<file path="config.mk">
export PLATFORM = sky130hd
export DESIGN_NAME = rx_substate_evaluator
export DESIGN_NICKNAME = d
export VERILOG_FILES = /design/src/rtl/rx_substate_evaluator.sv
export SDC_FILE = /design/constraint.sdc
export NUM_CORES = 1
export LEC_CHECK = 0
export CAP_MARGIN = 20
export CORE_MARGIN = 4
export CORE_UTILIZATION = 42
export DETAILED_ROUTE_END_ITERATION = 12
export GPL_ROUTABILITY_DRIVEN = 0
export PLACE_DENSITY_LB_ADDON = 0.3
export SKIP_LAST_GASP = 1
export SLEW_MARGIN = 0
export SYNTH_ARGS = -nofsm -noshare
export SYNTH_HDL_FRONTEND = slang
export SYNTH_SLANG_ARGS = --single-unit
</file>
<file path="constraint.sdc">
create_clock -name clk -period 3.2 [get_ports clk]
set_input_delay 0.96 -clock clk [delete_from_list [all_inputs] [get_ports clk]]
set_output_delay 0.96 -clock clk [all_outputs]
set_load 0.01 [all_outputs]
</file>
<file path="src/rtl/rx_substate_evaluator.sv">
// rx_substate_evaluator: per-substate RX ordered-set evaluator for the LTSSM.
// Takes a substate request, arms the per-lane checkers, times the substate
// and judges the per-lane match counts against that substate's requirement.
//
// Ports:
//   clk, reset          clock, asynchronous active-low reset
//   substate            requested substate (0..20)
//   substateValid       request strobe, sampled every cycle
//   laneMask            participating lanes
//   laneCount           per-lane match counts, lane i at [i*CNTW +: CNTW]
//   rxElectricalIdle    receiver electrical idle (detectQuiet exit)
//   gen, trainToGen     current and target generation
//   rcvrCfgToIdle       forces a match exit to recoveryIdle
//   eqRedo              phase1 redo request
//   finish              one-cycle completion pulse
//   exitTo, exitReason  next substate and reason (00 match, 01 timeout
//                       advance, 10 timeout fail, 11 aborted)
//   lanesPassed         lanes meeting the requirement, valid with finish
//   resetOsCheckers     per-lane checker enable (high while counting)
//   busy                high while arming or counting
//
// Optional: define RX_PARTIAL_WIDTH_EN to let a timeout with at least
// half of the masked lanes passing exit as a degraded-width match.

module rx_substate_evaluator #(
    parameter int MAXLANES       = 16,
    parameter int CNTW           = 5,
    parameter int TICKS_PER_MS   = 1000,
    parameter int TMR_W          = 32,
    parameter int DEVICETYPE     = 0,
    parameter int GEN1_PIPEWIDTH = 8,
    parameter int GEN2_PIPEWIDTH = 8,
    parameter int GEN3_PIPEWIDTH = 8,
    parameter int GEN4_PIPEWIDTH = 8,
    parameter int GEN5_PIPEWIDTH = 8
) (
    input  logic                     clk,
    input  logic                     reset,
    input  logic [4:0]               substate,
    input  logic                     substateValid,
    input  logic [MAXLANES-1:0]      laneMask,
    input  logic [MAXLANES*CNTW-1:0] laneCount,
    input  logic                     rxElectricalIdle,
    input  logic [2:0]               gen,
    input  logic [2:0]               trainToGen,
    input  logic                     rcvrCfgToIdle,
    input  logic                     eqRedo,
    output logic                     finish,
    output logic [4:0]               exitTo,
    output logic [1:0]               exitReason,
    output logic [MAXLANES-1:0]      lanesPassed,
    output logic [MAXLANES-1:0]      resetOsCheckers,
    output logic                     busy
);

    localparam logic [4:0] S_DQ   = 5'd0;
    localparam logic [4:0] S_DA   = 5'd1;
    localparam logic [4:0] S_PA   = 5'd2;
    localparam logic [4:0] S_PC   = 5'd3;
    localparam logic [4:0] S_CLWS = 5'd4;
    localparam logic [4:0] S_CLWA = 5'd5;
    localparam logic [4:0] S_CLNA = 5'd6;
    localparam logic [4:0] S_CLNW = 5'd7;
    localparam logic [4:0] S_CC   = 5'd8;
    localparam logic [4:0] S_CI   = 5'd9;
    localparam logic [4:0] S_L0   = 5'd10;
    localparam logic [4:0] S_RRL  = 5'd11;
    localparam logic [4:0] S_RRC  = 5'd12;
    localparam logic [4:0] S_RS   = 5'd13;
    localparam logic [4:0] S_P0   = 5'd14;
    localparam logic [4:0] S_P1   = 5'd15;
    localparam logic [4:0] S_P2   = 5'd16;
    localparam logic [4:0] S_P3   = 5'd17;
    localparam logic [4:0] S_RI   = 5'd18;
    localparam logic [4:0] S_RSE  = 5'd19;
    localparam logic [4:0] S_RW   = 5'd20;

    // Idle-symbol requirement: 64 symbols expressed in PIPE words.
    localparam logic [6:0] IDLE_G1 = 7'(64 / GEN1_PIPEWIDTH);
    localparam logic [6:0] IDLE_G2 = 7'(64 / GEN2_PIPEWIDTH);
    localparam logic [6:0] IDLE_G3 = 7'(64 / GEN3_PIPEWIDTH);
    localparam logic [6:0] IDLE_G4 = 7'(64 / GEN4_PIPEWIDTH);
    localparam logic [6:0] IDLE_G5 = 7'(64 / GEN5_PIPEWIDTH);

    typedef enum logic [1:0] {
        ST_IDLE,
        ST_ARM,
        ST_COUNT,
        ST_DONE
    } state_t;

    state_t              r_state;
    state_t              w_next;
    logic [4:0]          r_lastSub;
    logic [6:0]          r_reqCnt;
    logic [5:0]          r_tms;
    logic [TMR_W-1:0]    r_timer;
    logic                r_pendValid;
    logic [4:0]          r_pendSub;
    logic [4:0]          r_exitTo;
    logic [1:0]          r_exitReason;
    logic [MAXLANES-1:0] r_lanesPassed;

    logic [4:0]          w_reqSub;
    logic                w_reqStrobe;
    logic                w_lkValid;
    logic [6:0]          w_lkCnt;
    logic [5:0]          w_lkTms;
    logic [6:0]          w_idleCnt;
    logic                w_start;
    logic [MAXLANES-1:0] w_laneOk;
    logic [MAXLANES-1:0] w_lanesPass;
    logic                w_match;
    logic                w_timeout;
    logic                w_abort;
    logic [4:0]          w_matchExit;
    logic [4:0]          w_toExit;
    logic [1:0]          w_toReason;
    logic                w_exit;
    logic [4:0]          w_exitTo;
    logic [1:0]          w_exitReason;

    // A request displaced by an abort is replayed from IDLE.
    assign w_reqSub    = r_pendValid ? r_pendSub : substate;
    assign w_reqStrobe = r_pendValid | substateValid;

    always_comb begin
        w_idleCnt = IDLE_G1;
        case (gen)
            3'd2:    w_idleCnt = IDLE_G2;
            3'd3:    w_idleCnt = IDLE_G3;
            3'd4:    w_idleCnt = IDLE_G4;
            3'd5:    w_idleCnt = IDLE_G5;
            default: w_idleCnt = IDLE_G1;
        endcase
    end

    always_comb begin
        w_lkValid = 1'b1;
        w_lkCnt   = 7'd0;
        w_lkTms   = 6'd0;
        case (w_reqSub)
            S_DQ, S_DA: begin
                w_lkCnt = 7'd0;
                w_lkTms = 6'd0;
            end
            S_PA, S_CC: begin
                w_lkCnt = 7'd8;
                w_lkTms = 6'd24;
            end
            S_CLWS, S_CLWA, S_CLNA, S_P0, S_P2, S_P3: begin
                w_lkCnt = 7'd2;
                w_lkTms = 6'd24;
            end
            // Downstream port only listens in phase1.
            S_P1: begin
                w_lkCnt = (DEVICETYPE == 0) ? 7'd0 : 7'd2;
                w_lkTms = 6'd24;
            end
            S_CLNW: begin
                w_lkCnt = 7'd2;
                w_lkTms = 6'd2;
            end
            S_PC, S_RRL, S_RRC: begin
                w_lkCnt = 7'd8;
                w_lkTms = 6'd48;
            end
            S_CI, S_RI: begin
                w_lkCnt = w_idleCnt;
                w_lkTms = 6'd2;
            end
            S_RS, S_RSE: begin
                w_lkCnt = 7'd1;
                w_lkTms = 6'd48;
            end
            S_L0: begin
                w_lkValid = (DEVICETYPE == 1);
                w_lkCnt   = 7'd1;
                w_lkTms   = 6'd48;
            end
            default: w_lkValid = 1'b0;
        endcase
    end

    assign w_start = (r_state == ST_IDLE) && w_reqStrobe &&
                     w_lkValid && (w_reqSub != r_lastSub);

    always_comb begin
        w_laneOk = '0;
        for (int i = 0; i < MAXLANES; i++) begin
            w_laneOk[i] = 32'(laneCount[i*CNTW +: CNTW]) >=
                          32'(r_reqCnt);
        end
    end

    assign w_lanesPass = w_laneOk & laneMask;

    assign w_match = ((laneMask != '0) && (w_lanesPass == laneMask)) ||
                     ((r_lastSub == S_DQ) && rxElectricalIdle);

    // Timer is loaded with the full budget; the last budget cycle is
    // the one that sees 1, so COUNT lasts at most tms*TICKS_PER_MS.
    assign w_timeout = (r_timer <= TMR_W'(1));

    assign w_abort = substateValid && (substate != r_lastSub);

    always_comb begin
        w_matchExit = r_lastSub + 5'd1;
        if (rcvrCfgToIdle) begin
            w_matchExit = S_RI;
        end else if ((r_lastSub == S_P1) && eqRedo) begin
            w_matchExit = S_RRL;
        end else if (r_lastSub == S_RI) begin
            w_matchExit = S_L0;
        end else if (r_lastSub == S_RS) begin
            w_matchExit = S_RW;
        end else if (r_lastSub == S_RSE) begin
            w_matchExit = (trainToGen < 3'd3) ? S_RRL : S_P0;
        end
    end

    always_comb begin
        if (r_lastSub <= S_CI) begin
            w_toReason = 2'b01;
            w_toExit   = r_lastSub + 5'd1;
        end else begin
            w_toReason = 2'b10;
            w_toExit   = S_DQ;
        end
    end

`ifdef RX_PARTIAL_WIDTH_EN
    function automatic logic [6:0] popcnt(
        input logic [MAXLANES-1:0] v
    );
        logic [6:0] c;
        c = 7'd0;
        for (int i = 0; i < MAXLANES; i++) begin
            c = c + 7'(v[i]);
        end
        return c;
    endfunction

    logic [6:0] w_passCnt;
    logic [6:0] w_maskCnt;
    logic       w_partial;

    assign w_passCnt = popcnt(w_lanesPass);
    assign w_maskCnt = popcnt(laneMask);
    assign w_partial = (r_reqCnt != 7'd0) && (w_passCnt != 7'd0) &&
                       (w_passCnt >= (w_maskCnt >> 1));
`endif

    // Abort outranks everything: the LTSSM has already moved on.
    always_comb begin
        w_exit       = 1'b0;
        w_exitTo     = 5'd0;
        w_exitReason = 2'b00;
        if (w_abort) begin
            w_exit       = 1'b1;
            w_exitReason = 2'b11;
            w_exitTo     = r_lastSub;
        end else if (w_match) begin
            w_exit       = 1'b1;
            w_exitReason = 2'b00;
            w_exitTo     = w_matchExit;
        end else if (w_timeout) begin
            w_exit = 1'b1;
`ifdef RX_PARTIAL_WIDTH_EN
            if (w_partial) begin
                w_exitReason = 2'b00;
                w_exitTo     = w_matchExit;
            end else begin
                w_exitReason = w_toReason;
                w_exitTo     = w_toExit;
            end
`else
            w_exitReason = w_toReason;
            w_exitTo     = w_toExit;
`endif
        end
    end

    always_comb begin
        w_next = r_state;
        case (r_state)
            ST_IDLE:  if (w_start) w_next = ST_ARM;
            ST_ARM:   w_next = ST_COUNT;
            ST_COUNT: if (w_exit) w_next = ST_DONE;
            ST_DONE:  w_next = ST_IDLE;
            default:  w_next = ST_IDLE;
        endcase
    end

    always_ff @(posedge clk or negedge reset) begin
        if (!reset) begin
            r_state <= ST_IDLE;
        end else begin
            r_state <= w_next;
        end
    end

    always_ff @(posedge clk or negedge reset) begin
        if (!reset) begin
            r_lastSub     <= 5'h1F;
            r_reqCnt      <= 7'd0;
            r_tms         <= 6'd0;
            r_timer       <= '0;
            r_pendValid   <= 1'b0;
            r_pendSub     <= 5'd0;
            r_exitTo      <= 5'd0;
            r_exitReason  <= 2'b00;
            r_lanesPassed <= '0;
        end else begin
            case (r_state)
                ST_IDLE: begin
                    r_pendValid <= 1'b0;
                    if (w_start) begin
                        r_lastSub <= w_reqSub;
                        r_reqCnt  <= w_lkCnt;
                        r_tms     <= w_lkTms;
                    end
                end
                ST_ARM: begin
                    r_timer <= TMR_W'(r_tms) * TMR_W'(TICKS_PER_MS);
                end
                ST_COUNT: begin
                    if (r_timer != '0) begin
                        r_timer <= r_timer - TMR_W'(1);
                    end
                    if (w_exit) begin
                        r_exitTo      <= w_exitTo;
                        r_exitReason  <= w_exitReason;
                        r_lanesPassed <= w_lanesPass;
                    end
                    if (w_abort) begin
                        r_pendValid <= 1'b1;
                        r_pendSub   <= substate;
                    end
                end
                default: ;
            endcase
        end
    end

    assign finish          = (r_state == ST_DONE);
    assign busy            = (r_state == ST_ARM) || (r_state == ST_COUNT);
    assign resetOsCheckers = (r_state == ST_COUNT) ? laneMask : '0;
    assign exitTo          = r_exitTo;
    assign exitReason      = r_exitReason;
    assign lanesPassed     = r_lanesPassed;

endmodule

</file>
==> results of run 1 <==
==> final cells by class <==
class,instances,area share (%)
inverters,61,2.47
clock inverters,6,1.20
well taps,188,2.54
clock buffers,10,2.58
flip-flops and latches,75,20.4
repair buffers,209,21.3
multi-input cells,580,49.5
==> sequential cells by signal, indices dropped and copies added, names as in the netlist <==
signal and flops:
exitReason 2, exitTo 5, lanesPassed 16, r_lastSub 5, r_pendSub 5, r_pendValid 1, r_reqCnt 3, r_state 2
r_timer 32, r_tms 4
==> through the flow <==
| step | hold WS, ps | utilization, % |
|---|---|---|
| final | 480 | 60.9 |
| after global routing | 501 | 60.9 |
| after CTS | 474 | 59.4 |
| after detailed placement | 467 | 56.7 |
| after global placement | 454 | 56.7 |
| after floorplan | 438 | - |
==> worst max-delay path, stage by stage <==
cell and delay, ps:
sky130_fd_sc_hd__clkdlybuf4s50_1 570, sky130_fd_sc_hd__and2_1 150, sky130_fd_sc_hd__clkdlybuf4s50_1 530
==> logic make-up after synthesis <==
family,count (synthesis)
adder cells (fa/ha/maj),87
buffers and inverters,84
XOR/XNOR,32
AO/OA/AOI/OAI,169
flip-flops,75
multiplexers,39
AND/OR/NAND/NOR,252
==> layer usage <==
metal	share of wire, %	GRT usage (%)	vias to the layer above	routed length (microns)
li1	-	-	3048	-
met1	46	27.0	2880	8230
met2	49	33.9	141	8800
met3	4.1	3.57	21	740
met4	1.4	4.79	0	244
met5	0	0	-	0
==> cells in the final DEF, fill, tap and decap left out, drive strengths merged, types with 22 or more instances in the layout <==
master / Yosys / routed
dfrtp: 70 / 70
clkdlybuf4s50: 0 / 142
o21ai: 45 / 45
inv: 61 / 62
nor2: 58 / 58
mux2i: 22 / 22
buf: 6 / 60
nand2: 69 / 69
a21oi: 33 / 33
ha: 81 / 81
==> worst max-delay path by stage <==
stage / endpoint / slack (ps)
2_1_floorplan: lanesPassed[0] / 9
3_3_place_gp: lanesPassed[3] / -430
3_5_place_dp: lanesPassed[15] / -450
4_1_cts: exitTo[4] / -20
5_1_grt: r_timer[15] / -110
6_report: resetOsCheckers[9] / 20
==> where the power goes <==
group / switching (W) / total (W) / internal, W / leakage (nW)
Sequential: 0.000426 / 0.00178 / 0.00136 / 0.925
Combinational: 0.00301 / 0.00607 / 0.00305 / 3.08
Clock: 0.000395 / 0.00118 / 0.000784 / 0.169
==> repair_timing <==
item,in CTS,in global routing
endpoints found under the setup margin,25,38
buffers inserted,1,3
cloned,1,0
pin swaps,6,19
resized for setup,9,40
==> metrics.yaml, run 1 <==
status: "finished, final reports clean"
critical_path.startpoint: "laneMask[9]"
grt_pass1_vias: 5783
timing.clock.skew_ps: 7.06
worst_slew_margin_pct: 35.8
worst_ep_required_time_ps: 2240
port_buffers: 150
ir_drop_mv: 0.659
max_cap_viol_count: 0
final_net_count: 1136
fp.coreArea_sq_um: 15200
fp.dieW_microns: 133
drt_wl_total_microns: 18000
worst_hold_path_type: "reg2reg"
compound_gate_fraction_of_synth_area_pct: 17.4
cts_tree: "built"
yosys-top-cells-count: "sky130_fd_sc_hd__ha_1 (81), sky130_fd_sc_hd__dfrtp_1 (70), sky130_fd_sc_hd__nand2_1 (69), sky130_fd_sc_hd__inv_1 (61), sky130_fd_sc_hd__nor2_1 (57)"
synth_nets: 938
type_of_origin_of_the_critical_path: "input pin"
synth_xor_xnor_area_share_pct: 4.29
cts-htree-levels: 3
synthesis.area_sq_um: 6540
yosys_register_bits: 75
num_io_pins: 154
via_count: 6090
final_design_area_no_fill_sq_um: 9260
worst_path_maximum_fanout: 3
synth_fa_ha_area_share_pct: 17.3
rsz_0062_raised_after_global_routing: "true"
post_synth_main_area_contributors: "sky130_fd_sc_hd__dfrtp_1 (27%), sky130_fd_sc_hd__ha_1 (16%), sky130_fd_sc_hd__nand2_1 (4.0%)"
worst-endpoint-arrival_ps: 2220
post_synth.cell_area_avg_sq_um: 8.86
hpwlAfterDp_microns: 13700
area_delta_synth_final_pct: 41.6
min-delay-start: "r_timer[27]"
total_leakage_power_nw: 4.18
finalSetupTns_ps: 0
maximum_number_of_pins_on_one_net_before_global_route_repair: 76
setup_viol: 0
worst_r2r_path_depth: 13
totalPowerFinal_w: 0.00903
grt.total_usage_pct: 20.1
rrSetupSlack_ps: 120
synth_top_area_share_pct: 26.8
post_placement_worst_setup_slack_ps: -453
cp-end-kind: "primary output"
fin_cells: 1129
post_drt_via_cell_ratio: 5.39
multiInputGateArea_sq_um: 4590
cts.reportedPaths.clkPinSlew_ps: 60
fp.dieArea_sq_um: 17600
detailedRoute.firstPassIterationCount: 5
postPlaceCellArea_sq_um: 8620
numClockSinks: 75
maxClockFrequency_mhz: 315
core.rowCount: 45
synth_edf_count: 0
period_minus_slack_ps: 3180
yosys_most_used_dff: "sky130_fd_sc_hd__dfrtp_1"
regToRegStartpoint: "r_tms[4]"
cts_hold_buf: 0
synthMuxAreaShare_pct: 6.36
synth_top_area_cell: "sky130_fd_sc_hd__dfrtp_1"
cts-root-buf: "sky130_fd_sc_hd__clkbuf_16"
initial_antenna_violation_count: 0
rr_endpoint: "r_timer[15]"
fin_crit_sh_pct: 99.3
whs_path_depth: 1
initial_core_util_pct: 43.0
first_iter_violations: 308
layout_setup_ws_ps: 22.9
antennaDiodeCount: 0
grt_first_pass_wirelength_microns: 29100
globalRouteOverflowTotal: 0
yosys_warnings: 0
simple_gate_portion_of_the_synthesized_area_pct: 20.5
min_to: "r_timer[27]"
clk-insertion-delay-late_ps: 340
synthMostInstantiatedCell: "sky130_fd_sc_hd__ha_1"
synthArstFlopShare_pct: 100
tritoncts.num_buffers: 9
drtAntennaViolNets: 0
die_y_microns: 133
synthesis.instances: 738
synth.yosys.seq_area_share_pct: 28.8
combinational_family_with_the_most_area_after_synthesis: "simple AND/OR/NAND/NOR gates"
timing_hold_violations_final: 0
route.detailed.drc: 0
placed_cells: 1110
nFillCells: 1315
worst-setup-path-type: "in2out"
cts_max_path_buffers: 2
wl_per_cell_microns: 16.0
power_per_standard_cell_area_nw_per_um2: 975
post_route_cells_drive_above_1_share_pct: 16.4
worst-slew-pin-transition_ps: 963
synth_cell_types: 81
layout.area.seq_sq_um: 1880
final_max_slew_viol_count: 0
Note: power is estimated with default switching activity, not from simulation.
==> inputs of run 2 (changes only) <==
--- a/config.mk
+++ b/config.mk
@@ -6,6 +6,7 @@
 export NUM_CORES = 1
 export LEC_CHECK = 0
 export CAP_MARGIN = 20
+export CORE_ASPECT_RATIO = 0.7
 export CORE_MARGIN = 4
 export CORE_UTILIZATION = 42
 export DETAILED_ROUTE_END_ITERATION = 12
==> run 2 against run 1 <==
Against the previous run:
- sequential power about the same
- maximum frequency hardly changed
- global-route usage increased by 1.1 points
- clock skew is 0.64 ps lower
- worst hold slack improved by 13 ps
- via count increased by 1.7%
- largest cell class unchanged
==> metrics.yaml, run 2 (synthesis results as in run 1) <==
status: "finished, final reports clean"
setup_viol: 0
fp.dieArea_sq_um: 17700
cts-htree-levels: 3
route.detailed.drc: 0
post_route_cells_drive_above_1_share_pct: 19.3
maximum_number_of_pins_on_one_net_before_global_route_repair: 40
initial_core_util_pct: 43.7
cts_max_path_buffers: 2
wl_per_cell_microns: 16.6
clk-insertion-delay-late_ps: 340
port_buffers: 150
tritoncts.num_buffers: 9
detailedRoute.firstPassIterationCount: 5
multiInputGateArea_sq_um: 4630
type_of_origin_of_the_critical_path: "input pin"
grt_first_pass_wirelength_microns: 30700
initial_antenna_violation_count: 0
final_max_slew_viol_count: 0
globalRouteOverflowTotal: 0
hpwlAfterDp_microns: 14600
maxClockFrequency_mhz: 315
worst_slew_margin_pct: 58.9
worst-slew-pin-transition_ps: 615
ir_drop_mv: 0.550
drt_wl_total_microns: 19100
critical_path.n_buffers_inverters: 2
total_leakage_power_nw: 4.36
die_y_microns: 112
finalSetupTns_ps: 0
most_common_library_cell_in_the_layout_ignoring_fill_and_taps: "sky130_fd_sc_hd__clkdlybuf4s50_1"
critPathTopFamily: "buffers and inverters"
fp.coreArea_sq_um: 15000
whs_ps: 493
timing.critical_path.mode_cell: "sky130_fd_sc_hd__clkdlybuf4s50_1"
cts-root-buf: "sky130_fd_sc_hd__clkbuf_16"
worst_hold_path_type: "reg2reg"
totalPowerFinal_w: 0.00934
worst_ep_required_time_ps: 2240
fp.dieW_microns: 157
cts_hold_buf: 0
numClockSinks: 75
top_register: "r_timer"
post_drt_via_cell_ratio: 5.38
max_cap_viol_count: 0
cts.reportedPaths.clkPinSlew_ps: 60
grt.total_usage_pct: 21.2
path_cells: "clkdlybuf4s50_1 > and2_1 > clkdlybuf4s50_1"
period_minus_slack_ps: 3170
power_per_standard_cell_area_nw_per_um2: 991
via_count: 6192
antennaDiodeCount: 0
core.rowCount: 37
final_net_count: 1150
fin_crit_sh_pct: 99.2
timing.clock.skew_ps: 6.42
worst-endpoint-arrival_ps: 2210
layout.cells.most_common_list: "sky130_fd_sc_hd__clkdlybuf4s50_1 (123), sky130_fd_sc_hd__ha_1 (72), sky130_fd_sc_hd__buf_4 (71), sky130_fd_sc_hd__nand2_1 (69), sky130_fd_sc_hd__dfrtp_1 (67)"
rsz_0062_raised_after_global_routing: "true"
num_io_pins: 154
cp-end-kind: "primary output"
first_iter_violations: 403
worst-setup-path-type: "in2out"
largest_stage_delay_on_the_critical_path_ps: 570
layout.area.seq_sq_um: 1890
area_delta_synth_final_pct: 44.2
grt_pass1_vias: 6024
drtAntennaViolNets: 0
timing_hold_violations_final: 0
worst_path_maximum_fanout: 4
nFillCells: 1241
largest_register_ff_count: 32
crit_path_slowest_cell: "sky130_fd_sc_hd__clkdlybuf4s50_1"
cts_tree: "built"
run 2: changes by cell type in the layout (fill, tap and decap cells not counted), sizes merged:
cell	before	now
clkbuf	10	9
dlygate4sd2	1	9
dlymetal6s2s	6	17
clkdlybuf4s50	142	123
buf	60	74
inv	62	61
clkinv	1	3
run 2: repair_timing:
action,in CTS,in global routing
gates resized for setup,33,53
buffers inserted,1,7
pin swaps,15,47
gates cloned,1,0
hold endpoints to repair,0,0
setup endpoints to repair,33,29
run 2: worst paths after layout:
| check | start | end | slack [ps] | depth (start not counted) |
|---|---|---|---|---|
| setup / recovery | laneMask[1] | resetOsCheckers[1] | 30 | 3 |
| hold / removal | lanesPassed[9] | lanesPassed[9] | 490 | 1 |
| setup reg to reg | r_tms[4] | r_timer[15] | 130 | 12 |
| hold reg to reg | lanesPassed[9] | lanesPassed[9] | 490 | 1 |
| max in group asynchronous | reset | r_lastSub[0] | 1890 | 2 |
| min in group asynchronous | reset | r_timer[24] | 590 | 1 |
run 2: worst reg2reg max path, stage by stage (launching register included):
cell and delay (ps):
sky130_fd_sc_hd__dfrtp_2 440, sky130_fd_sc_hd__fa_1 550, sky130_fd_sc_hd__inv_2 60, sky130_fd_sc_hd__fa_2 520
sky130_fd_sc_hd__inv_2 40, sky130_fd_sc_hd__ha_4 260, sky130_fd_sc_hd__ha_4 190, sky130_fd_sc_hd__a21o_1 200
sky130_fd_sc_hd__a21oi_2 140, sky130_fd_sc_hd__o21ai_1 80, sky130_fd_sc_hd__a31oi_1 200, sky130_fd_sc_hd__xnor2_1 180
sky130_fd_sc_hd__o21ai_1 100
run 2: final cells by class:
cell class / count / share of cell area, %
multi-input cells: 580 / 49.2
repair buffers: 223 / 22.2
flip-flops and latches: 75 / 20.0
well taps: 195 / 2.59
inverters: 61 / 2.43
clock buffers: 9 / 2.39
clock inverters: 7 / 1.23
run 2: power by group:
| group | internal [W] | total [W] | leakage [nW] | switching (W) |
|---|---|---|---|---|
| clock network | 0.000760 | 0.00117 | 0.165 | 0.000409 |
| registers | 0.00136 | 0.00181 | 0.923 | 0.000448 |
| logic | 0.00320 | 0.00636 | 3.27 | 0.00316 |
| total | 0.00532 | 0.00934 | 4.36 | 0.00401 |
run 2: routing by layer:
metal  share of wire, %  wire (microns)  up-vias  GRT usage [%]
met5                  0               0        -              0
met4                1.2             231        0           4.13
met3                4.2             810       19           3.43
met2                 43            8300      147           31.6
met1                 51            9800     2954           32.6
li1                   -               -     3072              -
run 2: through the flow:
step / instances / worst slack [ps] / instance area, sq um / utilization [%]
finish: 1150 / 25.8 / 9420 / 63.0
global route: 1150 / -43.3 / 9420 / 63.0
global placement: 1126 / -532 / 8680 / 58.0
detailed placement: 1126 / -541 / 8680 / 58.0
CTS: 1144 / 2.50 / 9150 / 61.2
floorplan: 738 / 9.14 / 6560 / -
==> inputs of run 3 (changes only) <==
--- a/config.mk
+++ b/config.mk
@@ -7,11 +7,12 @@
 export LEC_CHECK = 0
 export CAP_MARGIN = 20
 export CORE_ASPECT_RATIO = 0.7
-export CORE_MARGIN = 4
+export CORE_MARGIN = 10
 export CORE_UTILIZATION = 42
 export DETAILED_ROUTE_END_ITERATION = 12
 export GPL_ROUTABILITY_DRIVEN = 0
 export PLACE_DENSITY_LB_ADDON = 0.3
+export SETUP_SLACK_MARGIN = 0.15
 export SKIP_LAST_GASP = 1
 export SLEW_MARGIN = 0
 export SYNTH_ARGS = -nofsm -noshare
==> run 3 against run 2 <==
Against the previous run:
- flip-flop and latch count unchanged
- worst setup slack better by 100 ps
- core utilization grew 0.46 points
- global-route usage decreased by 2.3 points
- die area is 19% higher
- maximum frequency grew 3.3%
- clock-buffer cell count unchanged
- sequential power down 2%
- register-to-register slack barely moved
- combinational power grew 9.4%
==> metrics.yaml, run 3 (synthesis results as in run 1) <==
maxClockFrequency_mhz: 325
area_delta_synth_final_pct: 49.2
grt_pass1_vias: 6182
die_y_microns: 124
ir_drop_mv: 0.673
largest_register_ff_count: 32
timing_hold_violations_final: 0
postPlaceCellArea_sq_um: 8780
drtAntennaViolNets: 0
total_leakage_power_nw: 4.55
totalPowerFinal_w: 0.00974
initial_antenna_violation_count: 1
worst-setup-path-type: "reg2reg"
status: "finished, final reports clean"
num_io_pins: 154
tritoncts.num_buffers: 9
switching_share_pct: 43.7
worst-slew-pin-transition_ps: 790
grt.total_usage_pct: 18.9
setup_viol: 0
clk-insertion-delay-late_ps: 350
cp-end-kind: "flip-flop"
p_comb_share_pct: 71.4
cts_tree: "built"
max_cap_viol_count: 0
drt_wl_total_microns: 20700
most_common_library_cell_in_the_layout_ignoring_fill_and_taps: "sky130_fd_sc_hd__buf_4"
type_of_origin_of_the_critical_path: "flip-flop"
post_drt_via_cell_ratio: 5.35
p_switching_w: 0.00426
first_iter_violations: 439
cts-root-buf: "sky130_fd_sc_hd__clkbuf_16"
fp.coreArea_sq_um: 15400
final_design_area_no_fill_sq_um: 9750
worst_ep_required_time_ps: 3440
maximum_number_of_pins_on_one_net_before_global_route_repair: 60
rsz_0062_raised_after_global_routing: "true"
globalRouteOverflowTotal: 0
wl_per_cell_microns: 17.4
fin_crit_sh_pct: 96.0
initial_core_util_pct: 42.6
port_buffers: 150
post_route_cells_drive_above_1_share_pct: 23.4
hpwlAfterDp_microns: 15500
worst_slew_margin_pct: 47.3
worst-endpoint-arrival_ps: 3310
route.detailed.drc: 0
worst_hold_path_type: "reg2reg"
met3_usage_pct: 3.53
cts_hold_buf: 0
final_net_count: 1180
cts_max_path_buffers: 2
timing.clock.skew_ps: 8.58
whs_ps: 483
fp.dieArea_sq_um: 21000
seqPwrFrac_pct: 18.2
cts-htree-levels: 3
detailedRoute.firstPassIterationCount: 5
cell_internal_pwr_w: 0.00548
gr-usage-met2_pct: 29.7
cts.reportedPaths.clkPinSlew_ps: 70
worst_path_maximum_fanout: 3
final_max_slew_viol_count: 0
core.rowCount: 38
layout.cells.most_common_list: "sky130_fd_sc_hd__buf_4 (99), sky130_fd_sc_hd__clkdlybuf4s50_1 (96), sky130_fd_sc_hd__dfrtp_1 (68), sky130_fd_sc_hd__nand2_1 (67), sky130_fd_sc_hd__ha_1 (66)"
power_per_standard_cell_area_nw_per_um2: 999
grt.met1_usage_pct: 26.2
fp.dieW_microns: 169
busiest_layer: "met2"
grt_first_pass_wirelength_microns: 32900
power_frac_clock_pct: 10.4
period_minus_slack_ps: 3070
final_core_utilization_pct: 63.5
numClockSinks: 75
via_count: 6350
top_register: "r_timer"
## run 3: changes by cell type in the layout (fill, tap and decap cells not counted), sizes merged, moves of 2 or more
cell	delta
buf	+31
clkdlybuf4s50	-27
dlygate4sd2	+23
bufinv	-3
clkdlybuf4s15	+2
inv	+2
## run 3: critical path, stage by stage, from the launching register on
cell                       delay, ps
sky130_fd_sc_hd__dfrtp_2         410
sky130_fd_sc_hd__fa_1            570
sky130_fd_sc_hd__inv_2            50
sky130_fd_sc_hd__fa_2            520
sky130_fd_sc_hd__inv_2            40
sky130_fd_sc_hd__ha_4            260
sky130_fd_sc_hd__ha_4            200
sky130_fd_sc_hd__a21o_1          200
sky130_fd_sc_hd__a21oi_2         150
sky130_fd_sc_hd__o21bai_1        100
sky130_fd_sc_hd__xnor2_1         190
sky130_fd_sc_hd__mux2i_1         100
sky130_fd_sc_hd__a22o_1          180
## run 3: area by class of cell
class,count,area [sq um]
multi-input combinational,579,4730
tap,200,250
clock buffer,9,225
inverter,61,243
sequential,75,1890
fill,1297,5610
clock inverter,7,70.1
antenna,1,2.50
timing repair buffer,254,2340
## run 3: stage by stage
| step | worst slack [ps] | setup TNS (ps) | std cells |
|---|---|---|---|
| final | 128 | 0 | 1186 |
| after global placement | -492 | -10840 | 1125 |
| after detailed placement | -513 | -10980 | 1125 |
| after CTS | 129 | 0 | 1178 |
| after global routing | -14.5 | -15.9 | 1186 |
| after floorplan | 148 | 0 | 738 |
## run 3: final timing paths
check | to | cells past startpoint | slack (ps) | startpoint
max | r_timer[13] | 12 | 130 | r_tms[5]
min | r_timer[27] | 1 | 480 | r_timer[27]
max reg2reg | r_timer[13] | 12 | 130 | r_tms[5]
min reg2reg | r_timer[27] | 1 | 480 | r_timer[27]
max in group asynchronous | lanesPassed[0] | 2 | 1840 | reset
min in group asynchronous | r_timer[19] | 1 | 690 | reset
## run 3: metal layers
| layer | up-vias | routed length, microns | share of wire (%) |
|---|---|---|---|
| met1 | 3005 | 9730 | 47 |
| met4 | 0 | 423 | 2.0 |
| met3 | 34 | 1040 | 5.0 |
| met5 | - | 0 | 0 |
| li1 | 3127 | - | - |
| met2 | 184 | 9490 | 46 |
## run 3: what timing repair did
item / in CTS / in global routing
resized for setup: 74 / 36
gates cloned: 1 / 0
pin swaps: 40 / 55
setup endpoints to repair: 45 / 27
setup buffers: 36 / 7
## run 3: power groups by stage
stage / Sequential, W / Clock (W) / Combinational (W)
final: 0.00177 / 0.00101 / 0.00696
after detailed placement: 0.00177 / 0 / 0.00580
after global placement: 0.00176 / 0 / 0.00568
after global routing: 0.00184 / 0.00107 / 0.00767
after CTS: 0.00176 / 0.00103 / 0.00665
after floorplan: 0.00172 / 0 / 0.00377
